**src/rtl/h14tx_island_packetizer.sv**
```systemverilog
// Data-island packet serializer: slots packets into 32-clock windows with on-the-fly BCH parity.
// Optional macro H14TX_PACKETIZER_OUTREG_EN adds a second register stage on timings_o/ch0/ch1/ch2.
package h14tx_pkg;
    typedef enum logic [2:0] {
        Control            = 3'd0,
        VideoPreamble      = 3'd1,
        VideoGuard         = 3'd2,
        VideoActive        = 3'd3,
        DataIslandPreamble = 3'd4,
        DataIslandGuard    = 3'd5,
        DataIslandActive   = 3'd6
    } period_t;
endpackage

module h14tx_island_packetizer
    import h14tx_pkg::*;
(
    input  logic           clk,
    input  logic           rst,
    input  period_t        timings,
    input  logic           hsync,
    input  logic           vsync,
    input  logic           packet_valid,
    input  logic [23:0]    packet_header,
    input  logic [223:0]   packet_sub,
    output logic           packet_ready,
    output period_t        timings_o,
    output logic [3:0]     ch0,
    output logic [3:0]     ch1,
    output logic [3:0]     ch2
);
    localparam logic [23:0] NullHeader = 24'h000000;

    function automatic logic [7:0] bch_step(input logic [7:0] e, input logic b);
        return (e >> 1) ^ ((e[0] ^ b) ? 8'b1000_0011 : 8'h00);
    endfunction

    logic [4:0]  r_pos;
    logic [23:0] r_hdr;
    logic [7:0]  r_hpar;
    logic [55:0] r_sub  [4];
    logic [7:0]  r_spar [4];
    period_t     r_tim;
    logic [3:0]  r_ch0, r_ch1, r_ch2;

    logic        w_active, w_load, w_hbit;
    logic [23:0] w_hdr, w_hdr_nxt;
    logic [7:0]  w_hpar_nxt;
    logic [55:0] w_sub      [4];
    logic [55:0] w_sub_nxt  [4];
    logic [7:0]  w_spar_nxt [4];
    logic [3:0]  w_even, w_odd;

    assign w_active     = (timings == DataIslandActive);
    assign w_load       = w_active && (r_pos == 5'd0);
    assign packet_ready = w_load && packet_valid && !rst;

    // On a load cycle the freshly offered (or null) packet is serialized directly, so bit 0 leaves without a bubble
    always_comb begin
        w_hdr      = w_load ? (packet_valid ? packet_header : NullHeader) : r_hdr;
        w_hdr_nxt  = w_hdr >> 1;
        w_hbit     = (r_pos < 5'd24) ? w_hdr[0] : r_hpar[r_pos[2:0]];
        w_hpar_nxt = (r_pos < 5'd24) ? bch_step(w_load ? 8'h00 : r_hpar, w_hdr[0]) : r_hpar;
        w_even     = '0;
        w_odd      = '0;
        for (int k = 0; k < 4; k++) begin
            w_sub[k]     = w_load ? (packet_valid ? packet_sub[56*k +: 56] : 56'd0) : r_sub[k];
            w_sub_nxt[k] = w_sub[k] >> 2;
            if (r_pos < 5'd28) begin
                w_even[k]     = w_sub[k][0];
                w_odd[k]      = w_sub[k][1];
                w_spar_nxt[k] = bch_step(bch_step(w_load ? 8'h00 : r_spar[k], w_sub[k][0]), w_sub[k][1]);
            end else begin
                w_even[k]     = r_spar[k][{r_pos[1:0], 1'b0}];
                w_odd[k]      = r_spar[k][{r_pos[1:0], 1'b1}];
                w_spar_nxt[k] = r_spar[k];
            end
        end
    end

    always_ff @(posedge clk or posedge rst) begin
        if (rst) begin
            r_pos  <= '0;
            r_hdr  <= '0;
            r_hpar <= '0;
            for (int k = 0; k < 4; k++) begin
                r_sub[k]  <= '0;
                r_spar[k] <= '0;
            end
            r_tim <= Control;
            r_ch0 <= '0;
            r_ch1 <= '0;
            r_ch2 <= '0;
        end else begin
            r_pos <= w_active ? r_pos + 5'd1 : 5'd0;
            r_tim <= timings;
            if (w_active) begin
                r_hdr  <= w_hdr_nxt;
                r_hpar <= w_hpar_nxt;
                for (int k = 0; k < 4; k++) begin
                    r_sub[k]  <= w_sub_nxt[k];
                    r_spar[k] <= w_spar_nxt[k];
                end
                r_ch0 <= {r_pos != 5'd0, w_hbit, vsync, hsync};
                r_ch1 <= w_even;
                r_ch2 <= w_odd;
            end else begin
                r_ch0 <= {2'b00, vsync, hsync};
                r_ch1 <= '0;
                r_ch2 <= '0;
            end
        end
    end

`ifdef H14TX_PACKETIZER_OUTREG_EN
    period_t    r_tim_q;
    logic [3:0] r_ch0_q, r_ch1_q, r_ch2_q;

    always_ff @(posedge clk or posedge rst) begin
        if (rst) begin
            r_tim_q <= Control;
            r_ch0_q <= '0;
            r_ch1_q <= '0;
            r_ch2_q <= '0;
        end else begin
            r_tim_q <= r_tim;
            r_ch0_q <= r_ch0;
            r_ch1_q <= r_ch1;
            r_ch2_q <= r_ch2;
        end
    end

    assign timings_o = r_tim_q;
    assign ch0       = r_ch0_q;
    assign ch1       = r_ch1_q;
    assign ch2       = r_ch2_q;
`else
    assign timings_o = r_tim;
    assign ch0       = r_ch0;
    assign ch1       = r_ch1;
    assign ch2       = r_ch2;
`endif

endmodule

```
**config.mk**
```make
export PLATFORM = sky130hd
export DESIGN_NAME = h14tx_island_packetizer
export DESIGN_NICKNAME = d
export VERILOG_FILES = /design/src/rtl/h14tx_island_packetizer.sv
export SDC_FILE = /design/constraint.sdc
export NUM_CORES = 1
export LEC_CHECK = 0
export BUFFER_PORTS_ARGS = -buffer_cell sky130_fd_sc_hd__buf_2
export CAP_MARGIN = 20
export CORE_MARGIN = 3
export CORE_UTILIZATION = 55
export DETAILED_ROUTE_END_ITERATION = 6
export GPL_TIMING_DRIVEN = 0
export PLACE_DENSITY = 0.9
export SYNTH_ARGS = -nofsm -noshare
export SYNTH_HDL_FRONTEND = slang
export SYNTH_SLANG_ARGS = --single-unit
```
**constraint.sdc**
```tcl
create_clock -name clk -period 12 [get_ports clk]
set_clock_uncertainty 0.2 [all_clocks]
set_input_delay 0 -clock clk [delete_from_list [all_inputs] [get_ports clk]]
set_output_delay 0 -clock clk [all_outputs]
set_load 0.01 [all_outputs]
```
Yosys cells after proc, flatten, opt, wreduce, memory -nomap -nowiden --
Index checks and enable logic that the tools add are counted.
Word-level totals: register bits 299, output and inout bits 16, word-level logic and storage cells 103
Cells by class: add/subtract/negate cells 1, magnitude comparators 5, equal/unequal tests 1, muxes and demuxes 55, bitwise operators 18, reductions and logical operators 8
Operators with widths (count):
- $mux 56 | 8
- $mux 8 | 14
- $xor 7x8->8 | 9
- $mux 24 | 2
- $mux 1 | 18
- $bmux 1 s2 | 8
- $lt 3x4->1 const B | 3
- $mux 4 | 3
- $lt 5x5->1 const B | 2
- $xor 1x1->1 | 9
- $add 5x1->5 const B | 1
- $logic_not 5->1 | 1
- $mux 5 | 1
- $reduce_bool 5->1 | 1
- $reduce_and 2->1 | 2
- $bmux 1 s3 | 1
- $eq 3x3->1 const B | 1
- $logic_and 1x1->1 | 3
- $logic_not 1->1 | 1

Depth between registers and ports, before layout --
Gate-level depths: netlist of run 1.
word-level depth 9, mapped depth 9

Worst setup path after synthesis of run 1 --
Ideal clock, no wire load.
path type input -> output, from input rst, to output packet_ready, arrival 6854 ps, data required time 11800 ps, setup slack 4946 ps, cell stages on the path 2, path buffers 0, cell sequence inv_1 and2_1
Between the ends: word-level cells in the longest chain between the ends 2
Ends and longest elaborated chain:
- start: declaration | line 19 | input logic rst,
- $logic_not 1->1 (no line)
- $logic_and 1x1->1 | line 56 | assign packet_ready = w_load && packet_valid && !rst;
- end: declaration | line 26 | output logic packet_ready,
Every way passes these cells.

Final worst setup path of run 1 --
from register r_pos[1], to register r_sub[39] (netlist bit)
Between the ends: word-level cells in the longest chain between the ends 3
Ends and longest elaborated chain:
- start: declaration | line 38 | logic [4:0] r_pos;
- start signal: assignment | line 95 | r_pos <= w_active ? r_pos + 5'd1 : 5'd0;
- $logic_not 5->1 | line 55 | assign w_load = w_active && (r_pos == 5'd0);
- $logic_and 1x1->1 | line 55
- $mux 56 | line 67 | w_sub[k] = w_load ? (packet_valid ? packet_sub[56*k +: 56] : 56'd0) : r_sub[k];
- end signal: indexed assignment | line 101 | r_sub[k] <= w_sub_nxt[k];
- end: declaration | line 41 | logic [55:0] r_sub [4];
Every way passes these cells. A chain may end at the register's enable or synchronous reset.

==> results of run 1 <==
## metal layers
metal  share of wire [%]  wire [µm]
met5                   0          0
met4                 7.8       4150
met3                  10       5450
met2                  48      25300
met1                  34      18300
## metrics by stage
| step | cells | utilization [%] |
|---|---|---|
| floorplan | 1618 | - |
| global placement | 2212 | 64.0 |
| detailed placement | 2214 | 64.2 |
| CTS | 2533 | 79.2 |
| global route | 2540 | 79.3 |
| finish | 2540 | 79.3 |
## layout make-up
class	count	area [µm²]	area share, %
antenna	7	17.5	0.0893
buffer	154	679	3.46
clock buffer	36	825	4.20
clock inverter	21	258	1.31
inverter	4	22.5	0.115
multi-input combinational	1161	5890	30.1
sequential	299	7480	38.1
tap	324	405	2.07
timing repair buffer	534	4030	20.5
## cells by family after synthesis
kind of cell | synth area share, %
buffers and inverters | 4.93
adders and majority gates | 0.178
AOI/OAI and AO/OA | 13.9
muxes | 2.20
DFF | 53.2
xor gates and xnor gates | 1.87
and+or+nand+nor | 23.8
## state kept, by name, summed over array words and instances, names as in the netlist
register and flops:
ch0 4, r_pos 5, r_hdr 23, ch1 4, r_sub 216, timings_o 3
r_spar 32, ch2 4, r_hpar 8
## how the worst max path moves through the flow
stage,slack [ns],startpoint,cells past startpoint,end
global placement,0.56,rst,2,r_sub[212]
global route,8.54,r_pos[1],9,r_sub[39]
detailed placement,9.16,r_pos[1],9,r_sub[115]
floorplan,3.53,rst,1,ch0[0]
finish,8.75,r_pos[1],9,r_sub[39]
CTS,8.82,r_pos[1],9,packet_ready
## power by group
group	switching [mW]	total (mW)	internal, mW
sequential	0.129	1.31	1.18
clock	0.422	1.04	0.619
combinational	0.310	0.582	0.272
## critical path, delay by kind of cell, from the launching register on
family / cells / cell delay, ns
fa+ha+maj: 1 / 0.15
compound gates: 1 / 0.43
flops: 1 / 0.43
buf+inv: 5 / 1.48
simple gates: 2 / 0.42
## Yosys cell counts, drive strengths merged
library cell,count
dfrtp,299
nand2,299
nor2,254
nand3,235
a31oi,230
clkbuf,92
buf,62
o21ai,40
a21oi,16
xnor2,15
xor2,15
mux4,10
a22o,9
a211oi,8
nor3,6
mux2i,5
a22oi,4
inv,4
mux2,3
and2,2
ha,2
a221oi,1
a311oi,1
and3,1
and3b,1
nand3b,1
nor4b,1
o22ai,1
or4b,1
## timing repair
| item | 4_1_cts | 5_1_grt |
|---|---|---|
| hold endpoints to repair | 464 | 0 |
| setup endpoints to repair | 0 | 0 |
| hold buffers | 262 | 0 |
| resized for setup | 0 | 0 |
==> impl_metrics.sql, run 1 <==
INSERT INTO impl_metrics (metric_group, metric, value, unit) VALUES
('outcome', 'run_status', 'complete, but fails checks', ''),
('outcome', 'failed_checks', 'DRC', ''),
('critical_path', 'rr_endpoint', 'r_sub[39]', ''),
('global_routing', 'grt_antenna_before_repair', '7', ''),
('cells_and_area', 'n_fill_cell', '1416', ''),
('timing', 'post-route-worst-setup-slack', '8.75', 'ns'),
('worst_hold_path', 'hold_path_endpoint', 'r_sub[220]', ''),
('global_routing', 'met2_usage', '62.3', '%'),
('clock_tree', 'cts-htree-levels', '1', ''),
('synth', 'netlist.area_leader.share', '53.2', '%'),
('clock_tree', 'clkLatencyLatePin', '0.55', 'ns'),
('placed_design', 'gp_routability_congestion', '0.895', ''),
('power_and_ir_drop', 'power_density', '150', 'mW/mm²'),
('cells_and_area', 'finalNetCount', '2443', ''),
('floorplanning', 'design.die.area', '0.0275', 'mm²'),
('job', 'drv_cap', '0', ''),
('drt', 'ant_nets', '0', ''),
('placed_design', 'dpl-instance-area', '0.0159', 'mm²'),
('drt', 'routed_wl', '53200', 'µm'),
('drt', 'drc', '8', ''),
('critical_path', 'path_cells', 'buf_1 > inv_1 > ha_1 > nor4b_1 > buf_2 > buf_2 > buf_2 > nand3_1 > a31oi_1', ''),
('power_and_ir_drop', 'totalPowerFinal', '2.94', 'mW'),
('placed_design', 'dpl.hpwl', '27100', 'µm'),
('clock_tree', 'cts-root-buf', 'sky130_fd_sc_hd__clkbuf_16', ''),
('timing', 'slew_headroom', '35.8', '%'),
('timing', 'maxSlewViolCount', '0', ''),
('cells_and_area', 'post_route_cells_drive_above_1_share', '18.6', '%'),
('power_and_ir_drop', 'power_leakage', '8.49', 'nW'),
('critical_path', 'arrival_time_of_the_worst_setup_path', '3.47', 'ns'),
('synth', 'yosys.area.top_type', 'sky130_fd_sc_hd__dfrtp_1', ''),
('power_and_ir_drop', 'peakVddDrop', '0.132', 'mV'),
('critical_path', 'regToRegStartpoint', 'r_pos[1]', ''),
('timing', 'finalSetupViolCount', '0', ''),
('critical_path', 'critical_path.startpoint_type', 'flip-flop', ''),
('cells_and_area', 'postLayoutCellArea', '0.0196', 'mm²'),
('cells_and_area', 'most-common-layout-cells', 'sky130_fd_sc_hd__buf_2 (321), sky130_fd_sc_hd__dfrtp_1 (299), sky130_fd_sc_hd__nand2_1 (298)', ''),
('worst_hold_path', 'worst_hold_path_class', 'in2reg', ''),
('drt', 'vias', '15900', ''),
('drt', 'initialDrtViolationCount', '2314', ''),
('global_routing', 'overflow', '0', ''),
('clock_tree', 'cts_tree', 'yes', ''),
('synth', 'post_synth.cell_area_avg', '8.70', 'µm²'),
('critical_path', 'max_stage_delay', '0.43', 'ns'),
('global_routing', 'gr-usage-met3', '7.33', '%'),
('critical_path', 'rr_worst_depth', '9', ''),
('timing', 'period_minus_slack', '3.25', 'ns'),
('critical_path', 'timing.critical_path.fanout_max', '10', ''),
('synth', 'mappedNetlistArea', '0.0141', 'mm²'),
('floorplanning', 'die_w', '166', 'µm'),
('global_routing', 'grt-busiest-layer', 'met2', ''),
('timing', 'finalSetupTns', '0', 'ns'),
('timing', 'fin_hold_ws', '0.00436', 'ns'),
('synth', 'postSynthRegisterBits', '299', ''),
('clock_tree', 'clock_pin_slew_on_the_worst_setup_and_hold_paths', '0.07', 'ns'),
('synth', 'ys_top_cells_by_area', 'sky130_fd_sc_hd__dfrtp_1 (53%), sky130_fd_sc_hd__a31oi_1 (10%), sky130_fd_sc_hd__nand3_1 (8.4%), sky130_fd_sc_hd__nand2_1 (7.9%), sky130_fd_sc_hd__nor2_1 (6.7%)', ''),
('drt', 'avgViaCountPerCell', '6.25', ''),
('timing', 'timing.final.hold_violations', '0', ''),
('clock_tree', 'num_clock_sinks', '299', ''),
('floorplanning', 'floorplan.rows', '57', ''),
('drt', 'drt-wirelength-per-cell', '21.0', 'µm'),
('placed_design', 'dp_worst_setup_slack', '9.16', 'ns'),
('worst_hold_path', 'timing.hold.worst.start', 'packet_sub[54]', ''),
('critical_path', 'required', '12.21', 'ns'),
('floorplanning', 'ports_placed_on_the_boundary', '272', ''),
('global_routing', 'vias_in_the_first_global_route', '16100', ''),
('global_routing', 'track_usage', '37.1', '%'),
('clock_tree', 'clock_path_buffers', '3', ''),
('timing', 'worstMarginPinSlew', '0.963', 'ns'),
('global_routing', 'grt_max_degree', '108', ''),
('timing', 'rsz0062_at_grt', 'no', ''),
('synth', 'yosysWarnings', '0', '');
(Power assumes the default switching activity.)
==> run 2, diff against run 1 <==
Settings changed: CORE_UTILIZATION 55 to 50, PLACE_DENSITY 0.9 to 0.87.
Clock period 12 ns to 2.62 ns, I/O delays scaled along.
==> run 2 against run 1 <==
  * The flow finishes with violations (setup timing)
  * Clock-buffer cell count is 16 higher
  * Register-to-register slack worse by 8.8 ns
  * Fmax rose by 24%
  * Sequential power grew to 4.6 times the previous value
  * Non-clock buffer count is 11 higher
  * Critical path depth is 1 higher
  * Flip-flop and latch count stayed put
  * Worst setup slack got worse by 8.8 ns
  * Core utilization shrank 6.1 points
  * Cell area grew 1.9%
  * Via count shrank 0.76%
  * Largest cell class unchanged
==> impl_metrics.sql, run 2 (same netlist as run 1, synthesis figures left out) <==
INSERT INTO impl_metrics (metric_group, metric, value, unit) VALUES
('timing', 'timing.fmax', '381', 'MHz'),
('critical_path', 'required', '2.82', 'ns'),
('timing', 'rsz0062_at_grt', 'yes', ''),
('cells_and_area', 'finalNonFillerCells', '2605', ''),
('clock_tree', 'cts-htree-levels', '2', ''),
('clock_tree', 'clkLatencyLatePin', '0.51', 'ns'),
('clock_tree', 'num_clock_sinks', '299', ''),
('cells_and_area', 'largest-register', 'r_sub', ''),
('power_and_ir_drop', 'power_leakage', '8.61', 'nW'),
('critical_path', 'critical_path_s_slowest_cell', 'sky130_fd_sc_hd__dfrtp_2', ''),
('clock_tree', 'cts-root-buf', 'sky130_fd_sc_hd__clkbuf_16', ''),
('critical_path', 'timing.critical_path.fanout_max', '10', ''),
('critical_path', 'arrival_time_of_the_worst_setup_path', '2.83', 'ns'),
('drt', 'vias', '15800', ''),
('cells_and_area', 'finalNetCount', '2458', ''),
('drt', 'ant_nets', '0', ''),
('drt', 'routed_wl', '52300', 'µm'),
('clock_tree', 'cts_buffers', '35', ''),
('placed_design', 'placement.io_buffers', '270', ''),
('drt', 'avgViaCountPerCell', '6.05', ''),
('critical_path', 'critical_path.startpoint_type', 'flip-flop', ''),
('floorplanning', 'area_of_the_placeable_core', '0.0273', 'mm²'),
('drt', 'drc', '0', ''),
('floorplanning', 'ports_placed_on_the_boundary', '272', ''),
('global_routing', 'grt_antenna_before_repair', '7', ''),
('global_routing', 'grt_max_degree', '44', ''),
('outcome', 'run_status', 'complete, but fails checks', ''),
('placed_design', 'placed_cells_incl_taps', '2268', ''),
('cells_and_area', 'post_route_cells_drive_above_1_share', '19.6', '%'),
('timing', 'finalSetupViolCount', '1', ''),
('cells_and_area', 'largest_register_ffs', '216', ''),
('drt', 'drt-wirelength-per-cell', '20.1', 'µm'),
('power_and_ir_drop', 'power_density', '677', 'mW/mm²'),
('floorplanning', 'die_w', '174', 'µm'),
('cells_and_area', 'layout.cells.most_common', 'sky130_fd_sc_hd__buf_2', ''),
('floorplanning', 'design.die.area', '0.0302', 'mm²'),
('job', 'drv_cap', '0', ''),
('placed_design', 'dp_worst_setup_slack', '-0.223', 'ns'),
('cells_and_area', 'final-seq-area', '0.00748', 'mm²'),
('timing', 'timing.final.hold_violations', '0', ''),
('timing', 'post-route-worst-setup-slack', '-0.00547', 'ns'),
('timing', 'worstMarginPinSlew', '0.894', 'ns'),
('critical_path', 'max_stage_delay', '0.45', 'ns'),
('placed_design', 'gp_routability_congestion', '0.858', ''),
('critical_path', 'worst-setup-path-type', 'reg2reg', ''),
('power_and_ir_drop', 'peakVddDrop', '0.533', 'mV'),
('global_routing', 'overflow', '0', ''),
('cells_and_area', 'syn_to_final_growth', '42.0', '%'),
('timing', 'fin_crit_sh', '100', '%'),
('critical_path', 'library_cell_appearing_most_often_on_the_critical_path', 'sky130_fd_sc_hd__buf_4', ''),
('critical_path', 'path_cells', 'buf_4 > inv_1 > ha_1 > nor4b_2 > buf_4 > buf_4 > buf_4 > clkbuf_4 > nand3_1 > a31oi_2', ''),
('critical_path', 'delay_heaviest_family_cp', 'buffers and inverters', ''),
('cells_and_area', 'reg.largest.list', 'r_sub: 216 flops, r_spar: 32 flops, r_hdr: 23 flops', ''),
('drt', 'detailedRoute.firstPassIterationCount', '6', ''),
('clock_tree', 'clock_path_buffers', '3', ''),
('timing', 'period_minus_slack', '2.63', 'ns'),
('clock_tree', 'clock_pin_slew_on_the_worst_setup_and_hold_paths', '0.07', 'ns'),
('critical_path', 'crit_path_capture_type', 'flip-flop', ''),
('timing', 'finalSetupTns', '-0.00547', 'ns'),
('global_routing', 'grt_pass1_wl', '83200', 'µm'),
('global_routing', 'track_usage', '33.9', '%'),
('cells_and_area', 'n_fill_cell', '1800', ''),
('floorplanning', 'floorplan.rows', '60', ''),
('cells_and_area', 'multi_input_comb_area', '0.00594', 'mm²'),
('timing', 'slew_headroom', '40.4', '%'),
('clock_tree', 'cts_tree', 'yes', ''),
('drt', 'initialDrtViolationCount', '1594', ''),
('timing', 'maxSlewViolCount', '0', ''),
('outcome', 'failed_checks', 'setup timing', ''),
('cells_and_area', 'most-common-layout-cells', 'sky130_fd_sc_hd__buf_2 (308), sky130_fd_sc_hd__nand2_1 (298), sky130_fd_sc_hd__dfrtp_1 (297)', ''),
('floorplanning', 'fp.dieH', '174', 'µm'),
('worst_hold_path', 'worst_hold_path_class', 'in2async', ''),
('placed_design', 'dpl.hpwl', '28100', 'µm'),
('critical_path', 'crit_buf_inv', '6', ''),
('global_routing', 'vias_in_the_first_global_route', '16100', ''),
('floorplanning', 'initial_utilization', '51.5', '%');
==> run 2: cell types whose count changed in the layout (fill, tap and decap cells not counted), sizes merged <==
| cell | delta |
|---|---|
| bufinv | -6 |
| diode | +2 |
| clkinvlp | +1 |
| clkinv | -7 |
| clkbuf | +20 |
| buf | +7 |
==> run 2: path summary, 6_finish.rpt <==
path,start,end,slack (ns),cells past startpoint
min reg2reg,r_spar[4],r_spar[4],0.31,2
min,rst,r_sub[171],0.01,3
min in group clk,packet_sub[55],r_sub[221],0.08,3
max,r_pos[1],r_sub[138],-0.005,10
max reg2reg,r_pos[1],r_sub[138],-0.005,10
max in group asynchronous,rst,r_sub[56],1.00,6
==> run 2: worst reg2reg max path, delay by kind of cell (launching register included) <==
family | cells | cell delay, ns
DFF | 1 | 0.45
AOI/OAI and AO/OA | 1 | 0.26
buffers and inverters | 6 | 1.08
adders and majority gates | 1 | 0.15
and+or+nand+nor | 2 | 0.38
==> run 2: cell type report <==
cell class | instances | share of cell area, %
Tap cell | 372 | 2.33
Timing Repair Buffer | 546 | 20.9
Multi-Input combinational cell | 1161 | 29.7
Sequential cell | 299 | 37.5
Clock inverter | 9 | 0.269
Antenna cell | 9 | 0.113
Buffer | 153 | 3.61
Inverter | 4 | 0.0939
Clock buffer | 52 | 5.47
==> run 2: repair_timing <==
item,CTS,global route
resized for setup,9,27
setup buffers,3,3
hold buffers,262,0
setup endpoints to repair,256,202
endpoints found under the hold margin,370,0
pin swaps,0,2
==> run 2: power by group <==
group / internal (mW) / switching [mW] / leakage, nW
registers: 5.42 / 0.571 / 3.55
clock network: 2.89 / 1.96 / 0.573
logic: 1.28 / 1.41 / 4.49
==> run 2: through the flow <==
stage / hold slack (ns) / instance area, µm² / power [mW] / util, %
6_report: 0.0117 / 20000 / 13.5 / 73.1
3_3_place_gp: -0.0868 / 15900 / 8.00 / 58.2
2_1_floorplan: -0.169 / 14100 / 7.44 / -
3_5_place_dp: -0.0906 / 16100 / 8.19 / 58.7
4_1_cts: 0.0295 / 19900 / 13.3 / 72.7
5_1_grt: 0.0852 / 20000 / 14.1 / 73.1
==> run 2: metal layers <==
layer	wire, µm	GRT usage [%]	vias up
li1	-	-	6794
met1	19000	40.9	7439
met2	25000	55.8	1199
met3	4760	7.07	321
met4	3570	20.9	2
met5	12	0	-
